## config.mk

```make
export PLATFORM = sky130hd
export DESIGN_NAME = row_feeder_buffer
export DESIGN_NICKNAME = d
export VERILOG_FILES = /design/src/rtl/row_feeder_buffer.sv
export SDC_FILE = /design/constraint.sdc
export NUM_CORES = 1
export LEC_CHECK = 0
export ABC_CLOCK_PERIOD_IN_PS = 5800
export CAP_MARGIN = 20
export CELL_PAD_IN_SITES_DETAIL_PLACEMENT = 0
export CELL_PAD_IN_SITES_GLOBAL_PLACEMENT = 1
export CORE_ASPECT_RATIO = 0.7
export CORE_MARGIN = 2
export CORE_UTILIZATION = 58
export DETAILED_ROUTE_END_ITERATION = 8
export PLACE_DENSITY_LB_ADDON = 0.1
export SLEW_MARGIN = 20
export SYNTH_ARGS = -nofsm -noshare
export SYNTH_HDL_FRONTEND = slang
export SYNTH_SLANG_ARGS = --single-unit
```

## constraint.sdc

```tcl
create_clock -name clk -period 5.8 [get_ports clk]
set_input_delay 0.87 -clock clk [delete_from_list [all_inputs] [get_ports clk]]
set_output_delay 0.87 -clock clk [all_outputs]
set_load 0.01 [all_outputs]
```

## src/rtl/row_feeder_buffer.sv

```systemverilog
// Row-oriented FIFO feeding the PE array: buffers upstream words and hands
// out whole rows through the controller's data_rdy/read_en handshake.
module row_feeder_buffer #(
  parameter int DATA_WIDTH = 16,
  parameter int DEPTH      = 32,
  parameter int ROW_WORDS  = 16
) (
  input  logic                         clk,
  input  logic                         rst_n,
  input  logic                         s_valid_i,
  input  logic [DATA_WIDTH-1:0]        s_data_i,
  output logic                         s_ready_o,
  input  logic                         flush_i,
  output logic                         data_rdy_o,
  input  logic                         read_en_i,
  output logic [DATA_WIDTH-1:0]        data_o,
  output logic                         data_vld_o,
  output logic                         row_done_o,
  output logic                         underflow_o,
  output logic [$clog2(DEPTH+1)-1:0]   level_o
);

  localparam int AW  = $clog2(DEPTH);
  localparam int CW  = $clog2(DEPTH + 1);
  localparam int RCW = $clog2(ROW_WORDS + 1);

  localparam logic [CW-1:0]  DEPTH_CNT = CW'(DEPTH);
  localparam logic [CW-1:0]  ROW_CNT   = CW'(ROW_WORDS);
  localparam logic [RCW-1:0] LAST_CNT  = RCW'(ROW_WORDS - 1);

  typedef enum logic [1:0] {S_WAIT, S_RDY, S_BURST} state_t;

  state_t                  state;
  logic [AW-1:0]           wr_ptr;
  logic [AW-1:0]           rd_ptr;
  logic [CW-1:0]           count;
  logic [CW-1:0]           count_next;
  logic [RCW-1:0]          rd_cnt;
  logic [DATA_WIDTH-1:0]   mem [DEPTH];

  logic wr_fire;
  logic rd_fire;
  logic row_end;

  assign s_ready_o  = (count != DEPTH_CNT);
  assign data_rdy_o = (state != S_WAIT);
  assign level_o    = count;

  assign wr_fire = s_valid_i & s_ready_o;
  assign rd_fire = read_en_i & (state != S_WAIT);

  // A single-word row completes on the arming pop itself.
  assign row_end = rd_fire &
                   (((state == S_BURST) && (rd_cnt == LAST_CNT)) ||
                    ((state == S_RDY) && (ROW_WORDS == 1)));

  always_comb begin
    count_next = count;
    if (wr_fire && !rd_fire)      count_next = count + CW'(1);
    else if (rd_fire && !wr_fire) count_next = count - CW'(1);
  end

  // NOTE: storage has no reset; the pointers and count alone define which
  // entries are valid, so clearing the array would only cost logic.
  always_ff @(posedge clk) begin
    if (rst_n && !flush_i && wr_fire) mem[wr_ptr] <= s_data_i;
  end

  always_ff @(posedge clk) begin
    if (!rst_n) begin
      state       <= S_WAIT;
      wr_ptr      <= '0;
      rd_ptr      <= '0;
      count       <= '0;
      rd_cnt      <= '0;
      data_o      <= '0;
      data_vld_o  <= 1'b0;
      row_done_o  <= 1'b0;
      underflow_o <= 1'b0;
    end else if (flush_i) begin
      // Same as reset except the last delivered word stays on data_o.
      state       <= S_WAIT;
      wr_ptr      <= '0;
      rd_ptr      <= '0;
      count       <= '0;
      rd_cnt      <= '0;
      data_vld_o  <= 1'b0;
      row_done_o  <= 1'b0;
      underflow_o <= 1'b0;
    end else begin
      if (wr_fire) wr_ptr <= wr_ptr + AW'(1);
      if (rd_fire) begin
        data_o <= mem[rd_ptr];
        rd_ptr <= rd_ptr + AW'(1);
      end
      data_vld_o <= rd_fire;
      row_done_o <= row_end;
      count      <= count_next;
      if ((state == S_WAIT) && read_en_i) underflow_o <= 1'b1;

      case (state)
        S_WAIT: begin
          if (count >= ROW_CNT) state <= S_RDY;
        end
        S_RDY, S_BURST: begin
          if (rd_fire) begin
            if (row_end) begin
              rd_cnt <= '0;
              state  <= (count_next >= ROW_CNT) ? S_RDY : S_WAIT;
            end else begin
              // rd_cnt is zero in RDY, so this also arms the first pop.
              rd_cnt <= rd_cnt + RCW'(1);
              state  <= S_BURST;
            end
          end
        end
        default: state <= S_WAIT;
      endcase
    end
  end

endmodule

```

After elaboration in Yosys (flattened, before gate mapping)
Memory sizes are Yosys's and may differ from the RTL's. A register that Yosys moved wholly into a read port is not among the register bits.
Cells that the tools add are included.
W data, S select, Z words.
{ "totals": {"elab_cells": 54, "ram_bits": 512, "output_inout_bits": 27, "inputBits": 21, "n_memories": 1, "reg_bits": 26} }
{ "memory_table": {"columns": ["name", "words", "word_bits", "read_ports", "rd_ports_with_merged_regs", "wr", "line_no", "rtl"], "rows": [
  ["mem", 32, 16, 1, 1, 1, "39", "logic [DATA_WIDTH-1:0] mem [DEPTH];"]
]} }
{ "op_classes": {"mux": 10, "reduce_logical": 17, "addsub": 5, "bitwise_logic": 5, "n_lt_le_gt_ge": 2, "n_eq_ne": 6} }
{ "op_table": {"columns": ["cell", "n"], "rows": [
  ["$add A5 B1 Y5 const B", 3],
  ["$ge A6 B5 Y1 const B", 2],
  ["$mux W6", 2],
  ["$add A6 B1 Y6 const B", 1],
  ["$logic_and A1 B1 Y1", 6],
  ["$mux W2", 3],
  ["$ne A6 B6 Y1 const B", 1],
  ["$reduce_and A2 Y1", 3],
  ["$sub A6 B1 Y6 const B", 1],
  ["$eq A5 B4 Y1 const B", 1],
  ["$mux W5", 1],
  ["$logic_not A1 Y1", 4],
  ["$pmux W2 S2", 1],
  ["$reduce_or A2 Y1", 2],
  ["$and A1 B1 Y1", 3],
  ["$mux W1", 3],
  ["$eq A2 B1 Y1 const B", 1],
  ["$eq A2 B2 Y1 const B", 1],
  ["$logic_not A2 Y1", 1],
  ["$ne A2 B1 Y1 const B", 1],
  ["$ne A2 B2 Y1 const B", 1],
  ["$not A1 Y1", 2],
  ["$reduce_bool A2 Y1", 1]
]} }

Depth between registers and ports, before layout
{ "depth": {"ltp_word": 11, "mapped_depth": 12, "mapped_depth_nobuf": 11} }

Worst setup path after synthesis
No wires, ideal clock.
{ "synth_path": {"path_kind": "in2reg", "start": "input port s_valid_i", "end": "memory mem[29][0] (enable)", "setup_slack_ns": 3.066, "t_required_ns": 5.412, "cell_stages": 4, "arrival_ns": 2.346, "setup_ns": 0.388, "path_cell_list": "o41a_1 clkbuf_1 nand3_1 nor2_1"} }
{ "synth_between": {"elab_chain_len": 4} }
{ "synth_rtl": {"columns": ["element", "line_no", "rtl"], "rows": [
  ["start: declaration", "10", "input logic s_valid_i,"],
  ["$and A1 B1 Y1", "49", "assign wr_fire = s_valid_i & s_ready_o;"],
  ["net wr_fire", "41", "logic wr_fire;"],
  ["$logic_and A1 B1 Y1", "66", "if (rst_n && !flush_i && wr_fire) mem[wr_ptr] <= s_data_i;"],
  ["$mux W1", "66", null],
  ["$mux W1 (not written as such)", "66", null],
  ["end: declaration", "39", null]
]} }
The timed path passes the listed nets, and every way through them passes these cells.

==> results.toml <==
[finish]
mostFrequentLayoutCell = "edfxtp_1"
n_antenna_cell = 0
final_core_util_pct = 66.8
layout.nets = 1223
final_area_um2 = 24200
final_cell_mix = "edfxtp_1, mux4_2, mux2i_1"
drive_gt1_share_pct = 19.9
area_growth_pct = 12.5

[synthesis]
ys_seq_area_share_pct = 75.4
yosys.area_share.simple_pct = 2.65
ys_types = 49
ys_ff_latch = 554
yosysTopAreaCell = "edfxtp_1"
syn_inst = 1090
synthMuxAreaShare_pct = 13.3
synth_top_area_share_pct = 71.5
synthTopCellsByArea = "edfxtp_1, mux4_2, dfxtp_1"
synth_area_um2 = 21500
synth_compound_area_share_pct = 5.37
dominantRegCellSynth = "edfxtp_1"
synthesis.area_per_instance_um2 = 19.7
synth_edf_count = 512
async_reset_ff_share_pct = 0
synth_fa_ha_area_share_pct = 0.873
synthXorXnorAreaFrac_pct = 0.448
syn_nets = 1126
synth-warning-count = 0
synth_top_family_by_area = "multiplexers"

[place]
dp_slack_ns = 2.14
gp_congestion = 0.808
hpwl_um = 28500
dpl-instance-area_um2 = 22700
io_buffers = 47

[timing]
rsz0062_at_grt = "false"
slew_viol_final = 0
min_period_ns = 3.27
layout_setup_ws_ns = 2.53
slew_headroom_pct = 28.0
min_period_over_period_pct = 56.4
finClkSkew_ns = 0.0199
setup_viol = 0
tightest_slew_ns = 1.08
hold_violations = 0
fin_setup_tns_ns = 0
timing.fmax_mhz = 306

[clock_network]
clkTransAtPathRegs_ns = 0.07
postCtsHoldBufs = 0
cts_setup_buffers = 0
cts-resized-gates = 0
htree_num_levels = 2
cts_tree = "done"
numCtsBuffers = 50
cts_buffer_depth = 3
clock_latency_ns = 0.58
root_buffer = "clkbuf_16"
clock_sinks = 554

[global_route]
grt_max_degree = 65
grt_pass1_wl_um = 70300
globalRouteMet2Util_pct = 36.7
grtUsageMet1_pct = 41.4
grt_most_used_layer = "met1"
grt_usage_pct = 25.8
grt_pass1_vias = 10200
overflow = 0
antenna_found_initial = 0
use_met3_pct = 5.94

[worst_setup_path]
critPathKind = "reg2reg"
cp.arrival_ns = 3.74
reg2reg_depth = 6
cp.required_ns = 6.27
cp-start-kind = "flop"
critPathMaxFanout = 64
end_kind = "flop"

[die]
die-width_um = 234
start_util_pct = 59.4
core-area_um2 = 36200
die_h_um = 165
pin_count = 48
dieArea_um2 = 38700
num_rows = 58

[detailed_routing]
wl_per_cell_um = 28.3
antenna_left = 0
firstDrtPassIters = 5
vias_per_cell = 6.32
drc = 0
dr.first_iter.drc_count = 1351
wl_um = 48200
num_vias = 10800

[power]
power.density_nw_per_um2 = 313
leakagePower_nw = 7.43
ir_drop_v = 0.000291

[run_status]
status = "completed"

[hold_path]
hold_class = "reg2reg"
min_path_cells = 1

[job]
maxCapViolCount = 0
## through the flow
stage | cells | hold WS [ns] | power (mW)
6_report | 1702 | 0.488 | 7.57
5_1_grt | 1702 | 0.502 | 7.79
4_1_cts | 1702 | 0.483 | 7.62
3_5_place_dp | 1615 | 0.469 | 4.58
3_3_place_gp | 1614 | 0.454 | 4.57
2_1_floorplan | 1090 | 0.449 | 4.48
## power breakdown
group / leakage [nW] / switching [mW] / total, mW / internal (mW)
combinational: 1.75 / 0.0936 / 0.128 / 0.0340
sequential: 4.94 / 0.00258 / 4.36 / 4.36
clock: 0.728 / 1.39 / 3.08 / 1.70
## flip-flops by register name, summed over array words and instances (netlist names), named ones only
register     cells
wr_ptr           5
rd_cnt           5
data_vld_o       1
mem            512
rd_ptr           5
underflow_o      1
state            2
row_done_o       1
level_o          5
data_o          16
## synthesized netlist by cell type, drive strengths merged, types with 2 or more instances
cell / instances
or4: 2
a22o: 30
nand2b: 2
o21ai: 7
a22oi: 15
a21oi: 42
o221ai: 15
ha: 15
mux4: 96
dfxtp: 42
nor2b: 5
a2111oi: 16
o22ai: 16
and2: 2
mux2i: 69
nand2: 14
nor3: 4
nor2: 61
nand4: 7
edfxtp: 512
xnor2: 5
nand3: 9
inv: 12
or3: 4
xor2: 6
a211oi: 2
nand3b: 6
buf: 32
clkbuf: 31
## logic make-up (layout without fill, tap and decap cells)
group / Yosys count / count (layout)
AOI/OAI and AO/OA: 149 / 149
xor gates and xnor gates: 11 / 11
adders and majority gates: 15 / 15
buffers and inverters: 75 / 207
DFF: 554 / 554
muxes: 165 / 165
and+or+nand+nor: 121 / 121
## metal layers
layer,up-vias,share of wire (%)
met3,61,8.7
met5,-,0
met2,419,44
li1,4685,-
met1,5600,46
met4,0,1.4
## critical path, cell delays in order (launching register included)
cell and delay [ns]:
dfxtp_4 0.76, buf_12 0.44, buf_4 0.59, mux4_2 0.57, a21oi_1 0.31, a21oi_1 0.11, a22o_1 0.20
## worst paths after layout
check,from,end,slack (ns)
max,rd_ptr[0],data_o[14],2.53
min,data_o[3],data_o[3],0.49
max reg2reg,rd_ptr[0],data_o[14],2.53
min reg2reg,data_o[3],data_o[3],0.49
## area by class of cell
| cell class | instances | area (um2) |
|---|---|---|
| flip-flops and latches | 554 | 16200 |
| fillers | 2415 | 12000 |
| multi-input cells | 461 | 4890 |
| clock buffers | 64 | 1330 |
| repair buffers | 108 | 943 |
| well taps | 480 | 601 |
| clock inverters | 23 | 163 |
| inverters | 12 | 45.0 |
No activity file was read; power rests on OpenSTA's default activity.
